--- src/rtl/maze_ram_pkg.sv ---
// Shared types and defaults for the maze label RAM controller.
// Imported by the interface, the clear sweep and the controller.
package maze_ram_pkg;

  typedef enum logic {
    IDLE,
    CLEAR
  } clr_st_e;

  localparam int ADDR_W_DEF  = 7;
  localparam int DATA_W_DEF  = 8;
  localparam int CLR_VAL_DEF = 0;
  localparam int LABEL_MAX   = (1 << DATA_W_DEF) - 1;

endpackage

--- src/rtl/maze_ram_ctrl_if.sv ---
// Client-side and RAM-side bundle of the maze label RAM controller.
// master = engines/RAM environment, slave = controller.
interface maze_ram_ctrl_if
  import maze_ram_pkg::*;
#(
  parameter int ADDR_W = ADDR_W_DEF,
  parameter int DATA_W = DATA_W_DEF
);

  logic              clr_req;
  logic              bc_mode;
  logic              wen_cgr;
  logic              wen_sqg;
  logic [ADDR_W-1:0] bc_rd_addr;
  logic [ADDR_W-1:0] bc_wr_addr;
  logic [ADDR_W-1:0] xy;
  logic [DATA_W-1:0] mlxy;
  logic [DATA_W-1:0] ml1xy;
  logic              wr_en;
  logic [ADDR_W-1:0] wr_addr;
  logic [DATA_W-1:0] wr_data;
  logic [ADDR_W-1:0] rd_addr;
  logic              rd_valid;
  logic              clr_busy;
  logic              clr_done;
  logic              proto_err;
  logic              sat_flag;

  modport master (
    output clr_req, bc_mode, wen_cgr, wen_sqg,
    output bc_rd_addr, bc_wr_addr, xy,
    output mlxy, ml1xy,
    input  wr_en, wr_addr, wr_data,
    input  rd_addr, rd_valid,
    input  clr_busy, clr_done,
    input  proto_err, sat_flag
  );

  modport slave (
    input  clr_req, bc_mode, wen_cgr, wen_sqg,
    input  bc_rd_addr, bc_wr_addr, xy,
    input  mlxy, ml1xy,
    output wr_en, wr_addr, wr_data,
    output rd_addr, rd_valid,
    output clr_busy, clr_done,
    output proto_err, sat_flag
  );

endinterface

--- src/rtl/ram_clr_sweep.sv ---
// Full-RAM clear sweep: IDLE/CLEAR state, address counter, busy/done.
// clr_wr/clr_addr are next-cycle values so the caller can register them.
module ram_clr_sweep
  import maze_ram_pkg::*;
#(
  parameter int ADDR_W = ADDR_W_DEF
) (
  input  logic              CLK,
  input  logic              RST,
  input  logic              start,
  output clr_st_e           st,
  output logic              clr_wr,
  output logic [ADDR_W-1:0] clr_addr,
  output logic              clr_busy,
  output logic              clr_done
);

  clr_st_e           st_q, st_d;
  logic [ADDR_W-1:0] cnt_q, cnt_d;
  logic              done_q, done_d;
  logic              last;

  always_ff @(posedge CLK or posedge RST) begin
    if (RST) begin
      st_q   <= IDLE;
      cnt_q  <= '0;
      done_q <= 1'b0;
    end else begin
      st_q   <= st_d;
      cnt_q  <= cnt_d;
      done_q <= done_d;
    end
  end

  always_comb begin
    st_d  = st_q;
    cnt_d = cnt_q;
    last  = (cnt_q == '1);
    unique case (st_q)
      IDLE: begin
        if (start) begin
          st_d  = CLEAR;
          cnt_d = '0;
        end
      end
      CLEAR: begin
        if (last) begin
          st_d  = IDLE;
          cnt_d = '0;
        end else begin
          cnt_d = cnt_q + ADDR_W'(1);
        end
      end
      default: st_d = IDLE;
    endcase
    clr_wr = (st_d == CLEAR);
    done_d = clr_wr && (cnt_d == '1);
  end

  assign st       = st_q;
  assign clr_addr = cnt_d;
  assign clr_busy = (st_q == CLEAR);
  assign clr_done = done_q;

endmodule

--- src/rtl/maze_ram_ctrl.sv ---
// Label RAM controller: mode muxing, clear sweep, registered RAM side.
// Define MAZE_RAM_CTRL_SAT_EN to saturate the label increment.
module maze_ram_ctrl
  import maze_ram_pkg::*;
#(
  parameter int ADDR_W  = ADDR_W_DEF,
  parameter int DATA_W  = DATA_W_DEF,
  parameter int CLR_VAL = CLR_VAL_DEF
) (
  input logic            CLK,
  input logic            RST,
  maze_ram_ctrl_if.slave bus
);

  clr_st_e           st;
  logic              start;
  logic              clr_wr;
  logic [ADDR_W-1:0] clr_addr;
  logic              idle;
  logic              sel_wen;
  logic              oth_wen;
  logic [DATA_W-1:0] inc;
  logic              inc_sat;

  logic              wr_en_q, wr_en_d;
  logic [ADDR_W-1:0] wr_addr_q, wr_addr_d;
  logic [DATA_W-1:0] wr_data_q, wr_data_d;
  logic [ADDR_W-1:0] rd_addr_q, rd_addr_d;
  logic              rd_iss_q, rd_iss_d;
  logic              rd_valid_q;
  logic              err_q, err_d;
  logic              sat_q, sat_d;

  ram_clr_sweep #(.ADDR_W(ADDR_W)) u_sweep (
    .CLK      (CLK),
    .RST      (RST),
    .start    (start),
    .st       (st),
    .clr_wr   (clr_wr),
    .clr_addr (clr_addr),
    .clr_busy (bus.clr_busy),
    .clr_done (bus.clr_done)
  );

`ifdef MAZE_RAM_CTRL_SAT_EN
  assign inc_sat = (bus.mlxy == '1);
  assign inc     = inc_sat ? bus.mlxy
                           : bus.mlxy + DATA_W'(1);
`else
  assign inc_sat = 1'b0;
  assign inc     = bus.mlxy + DATA_W'(1);
`endif

  assign idle    = (st == IDLE);
  assign sel_wen = bus.bc_mode ? bus.wen_cgr : bus.wen_sqg;
  assign oth_wen = bus.bc_mode ? bus.wen_sqg : bus.wen_cgr;

  always_comb begin
    wr_en_d   = 1'b0;
    wr_addr_d = wr_addr_q;
    wr_data_d = wr_data_q;
    rd_addr_d = rd_addr_q;
    rd_iss_d  = idle;
    err_d     = err_q;
    sat_d     = 1'b0;
    start     = 1'b0;
    if (idle) begin
      rd_addr_d = bus.bc_mode ? bus.xy : bus.bc_rd_addr;
      if (bus.clr_req) begin
        // accepted clear wipes the flag unless this cycle re-offends
        start = 1'b1;
        err_d = bus.wen_cgr | bus.wen_sqg;
      end else begin
        if (oth_wen) err_d = 1'b1;
        if (sel_wen) begin
          wr_en_d = 1'b1;
          if (bus.bc_mode) begin
            wr_addr_d = bus.xy;
            wr_data_d = inc;
            sat_d     = inc_sat;
          end else begin
            wr_addr_d = bus.bc_wr_addr;
            wr_data_d = bus.ml1xy;
          end
        end
      end
    end else if (bus.wen_cgr | bus.wen_sqg) begin
      err_d = 1'b1;
    end
    if (clr_wr) begin
      wr_en_d   = 1'b1;
      wr_addr_d = clr_addr;
      wr_data_d = DATA_W'(CLR_VAL);
    end
  end

  always_ff @(posedge CLK or posedge RST) begin
    if (RST) begin
      wr_en_q    <= 1'b0;
      wr_addr_q  <= '0;
      wr_data_q  <= '0;
      rd_addr_q  <= '0;
      rd_iss_q   <= 1'b0;
      rd_valid_q <= 1'b0;
      err_q      <= 1'b0;
      sat_q      <= 1'b0;
    end else begin
      wr_en_q    <= wr_en_d;
      wr_addr_q  <= wr_addr_d;
      wr_data_q  <= wr_data_d;
      rd_addr_q  <= rd_addr_d;
      rd_iss_q   <= rd_iss_d;
      rd_valid_q <= rd_iss_q;
      err_q      <= err_d;
      sat_q      <= sat_d;
    end
  end

  assign bus.wr_en     = wr_en_q;
  assign bus.wr_addr   = wr_addr_q;
  assign bus.wr_data   = wr_data_q;
  assign bus.rd_addr   = rd_addr_q;
  assign bus.rd_valid  = rd_valid_q;
  assign bus.proto_err = err_q;
  assign bus.sat_flag  = sat_q;

endmodule

--- src/flat_wrapper.sv ---
// flat-port wrapper written by rule: the top's interface ports become plain ports
module maze_ram_ctrl_flat import maze_ram_pkg::*;
#(
  parameter int ADDR_W  = ADDR_W_DEF,
  parameter int DATA_W  = DATA_W_DEF,
  parameter int CLR_VAL = CLR_VAL_DEF
)
  (CLK, RST, bus_clr_req, bus_bc_mode, bus_wen_cgr, bus_wen_sqg, bus_bc_rd_addr, bus_bc_wr_addr, bus_xy, bus_mlxy, bus_ml1xy, bus_wr_en, bus_wr_addr, bus_wr_data, bus_rd_addr, bus_rd_valid, bus_clr_busy, bus_clr_done, bus_proto_err, bus_sat_flag);
  maze_ram_ctrl_if #(.ADDR_W(ADDR_W), .DATA_W(DATA_W)) bus_i ();
  input logic CLK;
  input logic RST;
  input wire logic [$bits(bus_i.clr_req)-1:0] bus_clr_req;
  input wire logic [$bits(bus_i.bc_mode)-1:0] bus_bc_mode;
  input wire logic [$bits(bus_i.wen_cgr)-1:0] bus_wen_cgr;
  input wire logic [$bits(bus_i.wen_sqg)-1:0] bus_wen_sqg;
  input wire logic [$bits(bus_i.bc_rd_addr)-1:0] bus_bc_rd_addr;
  input wire logic [$bits(bus_i.bc_wr_addr)-1:0] bus_bc_wr_addr;
  input wire logic [$bits(bus_i.xy)-1:0] bus_xy;
  input wire logic [$bits(bus_i.mlxy)-1:0] bus_mlxy;
  input wire logic [$bits(bus_i.ml1xy)-1:0] bus_ml1xy;
  output wire logic [$bits(bus_i.wr_en)-1:0] bus_wr_en;
  output wire logic [$bits(bus_i.wr_addr)-1:0] bus_wr_addr;
  output wire logic [$bits(bus_i.wr_data)-1:0] bus_wr_data;
  output wire logic [$bits(bus_i.rd_addr)-1:0] bus_rd_addr;
  output wire logic [$bits(bus_i.rd_valid)-1:0] bus_rd_valid;
  output wire logic [$bits(bus_i.clr_busy)-1:0] bus_clr_busy;
  output wire logic [$bits(bus_i.clr_done)-1:0] bus_clr_done;
  output wire logic [$bits(bus_i.proto_err)-1:0] bus_proto_err;
  output wire logic [$bits(bus_i.sat_flag)-1:0] bus_sat_flag;
  assign bus_i.clr_req = bus_clr_req;
  assign bus_i.bc_mode = bus_bc_mode;
  assign bus_i.wen_cgr = bus_wen_cgr;
  assign bus_i.wen_sqg = bus_wen_sqg;
  assign bus_i.bc_rd_addr = bus_bc_rd_addr;
  assign bus_i.bc_wr_addr = bus_bc_wr_addr;
  assign bus_i.xy = bus_xy;
  assign bus_i.mlxy = bus_mlxy;
  assign bus_i.ml1xy = bus_ml1xy;
  assign bus_wr_en = bus_i.wr_en;
  assign bus_wr_addr = bus_i.wr_addr;
  assign bus_wr_data = bus_i.wr_data;
  assign bus_rd_addr = bus_i.rd_addr;
  assign bus_rd_valid = bus_i.rd_valid;
  assign bus_clr_busy = bus_i.clr_busy;
  assign bus_clr_done = bus_i.clr_done;
  assign bus_proto_err = bus_i.proto_err;
  assign bus_sat_flag = bus_i.sat_flag;
  maze_ram_ctrl #(.ADDR_W(ADDR_W), .DATA_W(DATA_W), .CLR_VAL(CLR_VAL)) u_core (.CLK(CLK), .RST(RST), .bus(bus_i));
endmodule
--- config.mk ---
export PLATFORM = sky130hd
export DESIGN_NAME = maze_ram_ctrl_flat
export DESIGN_NICKNAME = d
export VERILOG_FILES = /design/src/rtl/maze_ram_pkg.sv /design/src/rtl/maze_ram_ctrl_if.sv /design/src/rtl/ram_clr_sweep.sv /design/src/rtl/maze_ram_ctrl.sv /design/src/flat_wrapper.sv
export SDC_FILE = /design/constraint.sdc
export NUM_CORES = 1
export LEC_CHECK = 0
export ABC_CLOCK_PERIOD_IN_PS = 1700
export CAP_MARGIN = 15
export CORE_ASPECT_RATIO = 1.5
export CORE_UTILIZATION = 35
export CTS_CLUSTER_DIAMETER = 120
export CTS_CLUSTER_SIZE = 24
export DETAILED_ROUTE_END_ITERATION = 10
export DONT_BUFFER_PORTS = 1
export PLACE_DENSITY = 0.53
export RECOVER_POWER = 50
export SYNTH_ARGS = -nofsm -noshare
export SYNTH_HDL_FRONTEND = slang
export SYNTH_SLANG_ARGS = --single-unit
--- constraint.sdc ---
create_clock -name CLK -period 1.7 [get_ports CLK]
set_input_delay 0.255 -clock CLK [delete_from_list [all_inputs] [get_ports CLK]]
set_output_delay 0.255 -clock CLK [all_outputs]
set_load 0.02 [all_outputs]
## Yosys cells after proc, flatten, opt, wreduce, memory -nomap -nowiden

Cells that the tools add are included.

- Add/sub/neg operators: 2
- Equal/unequal tests: 5
- Muxes and demuxes: 29
- Bitwise logic cells: 2
- Reduce and logical (&&, ||, !) cells: 5

Operators with widths:

| operator | count |
|---|---|
| two-way mux 7 bit | 8 |
| two-way mux 8 bit | 5 |
| == test 7 bit, second input constant | 2 |
| two-way mux 1 bit | 14 |
| case mux 7 bit (2 select lines) | 1 |
| adder 8 x 1 -> 8 bit, second input constant | 1 |
| adder 7 x 1 -> 7 bit, second input constant | 1 |
| inequality test 2 x 1 -> 1 bit, second input constant | 3 |
| AND reduction 3 bit | 1 |
| nonzero test 3 bit | 1 |
| case mux 1 bit (2 select lines) | 1 |
| AND reduction 2 bit | 1 |
| nonzero test 2 bit | 1 |
| logical AND 1 bit | 1 |
| NOT 1 bit | 1 |
| bitwise OR 1 bit | 1 |

- Bits in registers: 35
- Input bits: 43
- Logic and storage cells: 53

## Depth between registers and ports, before layout

Gate-level depths: netlist of the first run.

- Word-level depth: 6
- Depth in mapped cells: 7
- Gate-level depth less buffers: 5

## Hierarchy

From an unflattened synthesis of the first run, not the netlist that was laid out.

- Cells, all modules: 199
- Area, all modules: 1935.6 um^2

Modules (own cells, without submodules):

| module | times used | cells an instance | area each (um^2) | sequential area each (um^2) |
|---|---|---|---|---|
| maze_ram_ctrl | 1 | 138 | 1377.6 | 650.6 |
| ram_clr_sweep | 1 | 61 | 558.0 | 225.2 |

## Worst setup path before layout of the first run

No wires, ideal clock.

- Kind: register -> register
- Start: register u_core.u_sweep.cnt_q[0]
- End: register u_core.wr_addr_q[3], in the netlist u_core.bus.wr_addr[3]
- Setup time: 0.126 ns
- Arrival time: 1.558 ns
- Required time: 1.574 ns
- Path slack: 0.016 ns
- Cell stages (with the launch flop): 6
- Buffers on the path: 1
- Clock period less this slack: 1.684 ns
- Path through: dfrtp_1 ha_1 and4_1 a22o_1 buf_6 a221o_1

- Word-level cells in the longest chain between the ends: 5
- Elaborated cells between the ends (all ways): 11
- Classes of those cells: 1 x add/sub; 3 x eq/ne; 5 x mux; 2 x reduce/logical

Ends and longest elaborated chain:

| element | RTL line | text |
|---|---|---|
| start, declared | ram_clr_sweep.sv:19 | `logic [ADDR_W-1:0] cnt_q, cnt_d;` |
| start signal, assigned | ram_clr_sweep.sv:30 | `cnt_q <= cnt_d;` |
| parallel branches: the longest is 5 deep, another holds adder 7 x 1 -> 7 bit | -- |  |
| end signal, assigned | maze_ram_ctrl.sv:109 | `wr_addr_q <= wr_addr_d;` |
| end, declared | maze_ram_ctrl.sv:26 | `logic [ADDR_W-1:0] wr_addr_q, wr_addr_d;` |

Several ways; the timed one is not identified.
A chain may end at the register's enable or synchronous reset.

## Final worst setup path of the first run

- Start: register u_core.u_sweep.cnt_q[1]
- End: register u_core.wr_data_q[6], in the netlist u_core.bus.wr_data[6]

- Word-level cells in the longest chain between the ends: 5
- Elaborated cells between the ends (all ways): 8
- Classes of those cells: 3 x eq/ne; 3 x mux; 2 x reduce/logical

Ends and longest elaborated chain:

| element | RTL line | text |
|---|---|---|
| == test 7 bit (*) | ram_clr_sweep.sv:38 | `last = (cnt_q == '1);` |
| two-way mux 1 bit (*) | ram_clr_sweep.sv:47 | `if (last) begin` |
| case mux 1 bit (2 select lines) (*) | ram_clr_sweep.sv:39 | `unique case (st_q)` |
| inequality test 2 x 1 -> 1 bit (no source line) / nonzero test 2 bit (equally long branches) | -- |  |
| AND reduction 3 bit (no source line) | -- |  |
| end signal, assigned | maze_ram_ctrl.sv:110 | `wr_data_q <= wr_data_d;` |
| end, declared | maze_ram_ctrl.sv:27 | `logic [DATA_W-1:0] wr_data_q, wr_data_d;` |

Every way passes the cells marked *; elsewhere a longest branch is shown, timed or not.

==> results of run 1 <==
state kept, by name, indices dropped and copies added, names as in the netlist:
register                 cells
u_core.bus.wr_data           8
u_core.bus.rd_addr           7
u_core.bus.wr_addr           7
u_core.u_sweep.cnt_q         7
u_core.bus.proto_err         1
u_core.bus.rd_valid          1
u_core.bus.wr_en             1
u_core.rd_iss_q              1
u_core.u_sweep.clr_busy      1
u_core.u_sweep.clr_done      1
per-layer routing:
layer	vias up	share of wire [%]	track usage (%)	wire, um
li1	667	-	-	-
met5	-	0	0	0
met3	8	7.0	6.02	308
met1	679	37	17.3	1620
met2	47	53	29.9	2350
met4	0	2.8	7.77	125
power groups by stage:
stage                     clock network [mW]  registers, mW  logic (mW)
after floorplan                            0           1.52       0.596
after global placement                     0           1.58       0.781
after detailed placement                   0           1.58       0.801
after CTS                              0.676           1.57       0.813
after global routing                   0.710           1.60       0.964
final                                  0.648           1.56       0.843
cells by family (layout without fill, tap and decap cells):
family                   after synthesis  in the layout  share of synthesized area, %
AO/OA/AOI/OAI                         45             45                          16.1
XOR/XNOR                              10             10                          4.81
adder cells (fa/ha/maj)                2              2                          1.37
buffers and inverters                 16             27                          5.22
flip-flops                            35             35                          48.1
multiplexers                          16             16                          9.07
other                                  1              1                         0.206
AND/OR/NAND/NOR                       58             58                          15.1
area by class of cell:
| cell class | instances | area (um^2) |
|---|---|---|
| Timing Repair Buffer | 14 | 110 |
| Tap cell | 66 | 82.6 |
| Multi-Input combinational cell | 132 | 872 |
| Inverter | 5 | 18.8 |
| Fill cell | 507 | 2870 |
| Sequential cell | 35 | 876 |
| Clock buffer | 8 | 100 |
critical path: cells and delay by family (launching register included):
kind / cells / cell delay [ns]
flip-flops: 1 / 0.42
buffers and inverters: 1 / 0.15
adder cells (fa/ha/maj): 1 / 0.19
AND/OR/NAND/NOR: 1 / 0.19
AO/OA/AOI/OAI: 3 / 0.55
through the flow:
step / cell area [um^2] / utilization (%) / hold slack, ns
finish: 2060 / 41.8 / 0.0671
global route: 2060 / 41.8 / 0.0664
CTS: 2050 / 41.6 / 0.0570
detailed placement: 1930 / 39.2 / 0.290
global placement: 1930 / 39.2 / 0.276
floorplan: 1820 / - / 0.331
repair_timing:
item | 4_1_cts | 5_1_grt
buffers inserted | 0 | 1
endpoints found under the setup margin | 1 | 3
hold buffers | 1 | 0
resized for setup | 1 | 4
endpoints found under the hold margin | 35 | 0
cell usage in the layout, fill, tap and decap left out, types with 2 or more instances in the layout:
cell,netlist,routed
mux2i_1,14,14
and4_1,3,3
a32oi_1,3,3
o22ai_1,2,2
nand3_1,5,5
buf_4,2,9
xor2_1,7,7
o21ai_0,12,11
clkbuf_1,2,3
a31oi_1,2,2
nor2_1,9,9
dfrtp_1,35,35
inv_1,5,5
o21ai_1,1,2
o211ai_1,3,3
a21oi_1,10,9
xnor2_1,3,3
nand2_1,31,31
clkbuf_8,0,7
a22o_1,6,5
final timing paths:
check / start / end / slack, ns / cells after the start
min in group asynchronous: RST / u_core.bus.wr_en / 0.68 / 3
hold / removal: bus_clr_req / u_core.bus.proto_err / 0.07 / 1
setup reg to reg: u_core.u_sweep.cnt_q[1] / u_core.bus.wr_data[6] / 0.07 / 6
max in group asynchronous: RST / u_core.u_sweep.clr_busy / 0.47 / 3
hold reg to reg: u_core.rd_iss_q / u_core.bus.rd_valid / 0.36 / 0
setup / recovery: u_core.u_sweep.cnt_q[1] / u_core.bus.wr_data[6] / 0.07 / 6
==> impl_metrics.env, run 1 <==
export IMPL_status="finished clean"
export IMPL_critPathKind="reg2reg"
export IMPL_yosys_cell_count_top_type="dfrtp_1"
export IMPL_placed_cells=250
export IMPL_vias_per_cell=5.39
export IMPL_cts_made_buffers=5
export IMPL_tns_ns=0
export IMPL_synth_area_leaders="dfrtp_1 48%, mux2i_1 7.7%, nand2_1 6.4%"
export IMPL_yosysSeqAreaShare_pct=48.1
export IMPL_cts_sinks=35
export IMPL_drt_wl_total_mm=4.41
export IMPL_hpwlAfterDp_mm=3.37
export IMPL_cpMaxStageDelayCell="dfrtp_1"
export IMPL_setup_viol=0
export IMPL_p_int_mw=1.88
export IMPL_clock_latency_ns=0.29
export IMPL_clockBufferDepth=2
export IMPL_synth_top_area_cell="dfrtp_1"
export IMPL_p_sw_share_pct=38.4
export IMPL_required_ns=1.86
export IMPL_critPathCaptureType="flop"
export IMPL_rsz0062_at_grt="false"
export IMPL_dp_slack_ns=0.00550
export IMPL_cp_arrival_ns=1.79
export IMPL_firstDrtPassIters=4
export IMPL_io_buffers=0
export IMPL_cp_start_kind="flop"
export IMPL_root_buffer="clkbuf_8"
export IMPL_core_area_um2=4930
export IMPL_clkTransAtPathRegs_ns=0.07
export IMPL_period_share_pct=95.8
export IMPL_ioPinCount=71
export IMPL_finClkSkew_ns=0.00533
export IMPL_synth_nets=228
export IMPL_diodes=0
export IMPL_die_w_um=60.9
export IMPL_synthDistinctLibCells=41
export IMPL_hold_class="in2reg"
export IMPL_area_growth_pct=13.0
export IMPL_total_power_mw=3.05
export IMPL_place_congestion=0.888
export IMPL_dieArea_um2=5500
export IMPL_synth_edf_count=0
export IMPL_ys_ff_latch=35
export IMPL_setup_ws_ns=0.0713
export IMPL_routedWlPerCell_um=16.9
export IMPL_antenna_found_initial=0
export IMPL_grt_pass1_wl_mm=6.87
export IMPL_slew_headroom_pct=41.1
export IMPL_leakage_nw=0.919
export IMPL_worst_path_max_fanout=14
export IMPL_drtIter0Drc=65
export IMPL_rows=31
export IMPL_powerDensity_nw_per_um2=1480
export IMPL_tritoncts="done"
export IMPL_chipHeight_um=90.4
export IMPL_p_comb_share_pct=27.6
export IMPL_ys_warn_count=0
export IMPL_ant_nets=0
export IMPL_drv_cap=0
export IMPL_fmax_mhz=614
export IMPL_slowest_delay_ns=0.42
export IMPL_period_minus_slack_ns=1.63
export IMPL_synthTopCellsByCount="35 x dfrtp_1, 31 x nand2_1, 14 x mux2i_1, 12 x o21ai_0, 10 x a21oi_1"
export IMPL_h_tree_depth=2
export IMPL_ir_worst_vdd_uv=826
export IMPL_finalNonFillerCells=260
export IMPL_grt_overflow=0
export IMPL_drc=0
export IMPL_async_flop_share_pct=100
export IMPL_hold_viol=0
export IMPL_grt_util_all_layers_pct=17.1
export IMPL_p_switching_mw=1.17
export IMPL_drive_gt1_share_pct=12.9
export IMPL_nets=238
export IMPL_synthCells=183
export IMPL_avgSynthCellArea_um2=9.95
export IMPL_worstMarginPinSlew_ns=0.884
export IMPL_maxSlewViolCount=0
export IMPL_pwr_share_clk_pct=21.2
export IMPL_ys_flop_type="dfrtp_1"
export IMPL_synth_area_um2=1820
export IMPL_pwr_share_seq_pct=51.1
export IMPL_yosysTopAreaCellShare_pct=48.1
export IMPL_num_vias=1401
export IMPL_grt_pass1_vias=1463
export IMPL_path_cells="ha_2 > and4_1 > a22o_4 > buf_12 > a32oi_1 > o21ai_1"
export IMPL_grt_max_degree=36
export IMPL_start_util_pct=37.0
(Power assumes the default switching activity.)
==> run 2: changes to the inputs <==
Settings changed: GPL_TIMING_DRIVEN set to 0, MAX_ROUTING_LAYER set to met4.
==> run 2 against run 1 <==
Sequential power about the same. The run now ends with negative hold slack left. Combinational power increased by 4.9%. Power grew 6.2%. Largest power group unchanged.
==> impl_metrics.env, run 2 (same netlist as run 1, synthesis figures left out) <==
export IMPL_status="finished with violations"
export IMPL_violations="negative hold slack"
export IMPL_core_area_um2=4930
export IMPL_cts_sinks=35
export IMPL_ir_worst_vdd_uv=746
export IMPL_required_ns=1.88
export IMPL_firstDrtPassIters=4
export IMPL_num_vias=1410
export IMPL_area_growth_pct=15.7
export IMPL_cp_arrival_ns=1.81
export IMPL_worst_path_max_fanout=10
export IMPL_dieArea_um2=5500
export IMPL_drt_wl_total_mm=4.58
export IMPL_drive_gt1_share_pct=15.2
export IMPL_final_common_cell="dfrtp_1"
export IMPL_period_share_pct=96.0
export IMPL_die_w_um=60.9
export IMPL_total_power_mw=3.24
export IMPL_place_area_um2=1930
export IMPL_critical_path_most_common_cell="buf_6"
export IMPL_ioPinCount=71
export IMPL_hold_viol=19
export IMPL_ant_nets=0
export IMPL_chipHeight_um=90.4
export IMPL_fmax_mhz=612
export IMPL_setup_viol=0
export IMPL_nets=242
export IMPL_clock_latency_ns=0.29
export IMPL_n_fill_cell=508
export IMPL_grt_pass1_wl_mm=7.18
export IMPL_drtIter0Drc=45
export IMPL_finClkSkew_ns=0.00263
export IMPL_period_minus_slack_ns=1.63
export IMPL_root_buffer="clkbuf_8"
export IMPL_io_buffers=0
export IMPL_clockBufferDepth=2
export IMPL_drv_cap=0
export IMPL_place_congestion=0.801
export IMPL_final_cell_mix="34 x dfrtp_1, 31 x nand2_1, 14 x mux2i_1, 12 x o21ai_0, 10 x a21oi_1"
export IMPL_worstMarginPinSlew_ns=0.876
export IMPL_diodes=0
export IMPL_drc=0
export IMPL_setup_ws_ns=0.0673
export IMPL_hpwlAfterDp_mm=3.52
export IMPL_powerDensity_nw_per_um2=1540
export IMPL_slowest_delay_ns=0.47
export IMPL_vias_per_cell=5.34
export IMPL_clkTransAtPathRegs_ns=0.07
export IMPL_path_cells="buf_6 > and4_4 > a22o_1 > buf_6 > buf_6 > a32oi_1 > o21ai_1"
export IMPL_grt_overflow=0
export IMPL_routedWlPerCell_um=17.4
export IMPL_grt_pass1_vias=1443
export IMPL_fin_hold_ws_ns=-0.0248
export IMPL_grt_util_all_layers_pct=18.3
export IMPL_cts_made_buffers=5
export IMPL_rows=31
export IMPL_maxSlewViolCount=0
export IMPL_finalNonFillerCells=264
export IMPL_antenna_found_initial=0
export IMPL_cp_start_kind="flop"
export IMPL_critPathCaptureType="flop"
export IMPL_placed_cells=250
export IMPL_leakage_nw=0.943
export IMPL_slew_headroom_pct=41.6
export IMPL_cpMaxStageDelayCell="dfrtp_1"
export IMPL_grt_max_degree=21
export IMPL_dp_slack_ns=-0.112
export IMPL_rsz0062_at_grt="false"
export IMPL_critPathKind="reg2reg"
export IMPL_fin_area_um2=2110
export IMPL_largest_reg_flops=8
export IMPL_fin_util_pct=42.8
export IMPL_tritoncts="done"
export IMPL_start_util_pct=37.0
export IMPL_hold_class="in2async"
export IMPL_h_tree_depth=2
==> run 2: metrics by stage <==
step                      setup TNS [ns]  hold slack, ns
final                                  0         -0.0248
after global routing                   0          0.0592
after CTS                              0          0.0499
after detailed placement          -0.674           0.343
after global placement            -0.549           0.345
after floorplan                        0           0.331
==> run 2: where the power goes <==
group	switching, mW	leakage [nW]	internal (mW)
combinational	0.428	0.453	0.456
sequential	0.478	0.429	1.11
clock	0.299	0.0612	0.474
total	1.20	0.943	2.04
==> run 2: cell type report <==
class	instances	area, um^2	share of cell area [%]
buffer	11	85.1	4.04
clock buffer	6	82.6	3.92
clock inverter	2	35.0	1.66
inverter	5	18.8	0.890
multi-input combinational	132	878	41.7
sequential	35	877	41.6
tap	66	82.6	3.92
timing repair buffer	7	48.8	2.31
==> run 2: repair_timing <==
action | in CTS | in global routing
gates resized for setup | 5 | 6
hold buffers | 0 | 0
setup endpoints to repair | 13 | 10
gates cloned | 0 | 0
pin swaps | 0 | 1
buffers inserted | 1 | 5
==> run 2: path summary, 6_finish.rpt <==
path / from / endpoint / slack, ns / cells past startpoint
min in group CLK: bus_clr_req / u_core.u_sweep.cnt_q[6] / 0.07 / 1
max in group asynchronous: RST / u_core.bus.rd_addr[4] / 0.49 / 2
min reg2reg: u_core.rd_iss_q / u_core.bus.rd_valid / 0.36 / 0
max: u_core.u_sweep.clr_busy / u_core.bus.wr_data[5] / 0.07 / 7
min: RST / u_core.bus.wr_en / -0.02 / 1
max reg2reg: u_core.u_sweep.clr_busy / u_core.bus.wr_data[5] / 0.07 / 7
==> run 2: layer usage <==
layer,global-route usage (%),part of all wire (%),wire length [um],vias to the layer above
met5,-,0,0,-
met4,8.14,2.2,100,0
met3,4.30,5.8,264,8
met2,31.3,55,2520,46
met1,19.3,37,1700,679
li1,-,-,-,677
==> run 2: worst max-delay path, delay by kind of cell (launching register included) <==
kind	cells	cell delay, ns
compound gates	3	0.44
buf+inv	3	0.46
flops	1	0.47
simple gates	1	0.14
==> run 3: changes to the inputs <==
Settings changed: CTS_CLUSTER_SIZE 24 to not set.
==> results of run 3 <==
No change in the layout: final DEF, timing and power equal those of run 2.
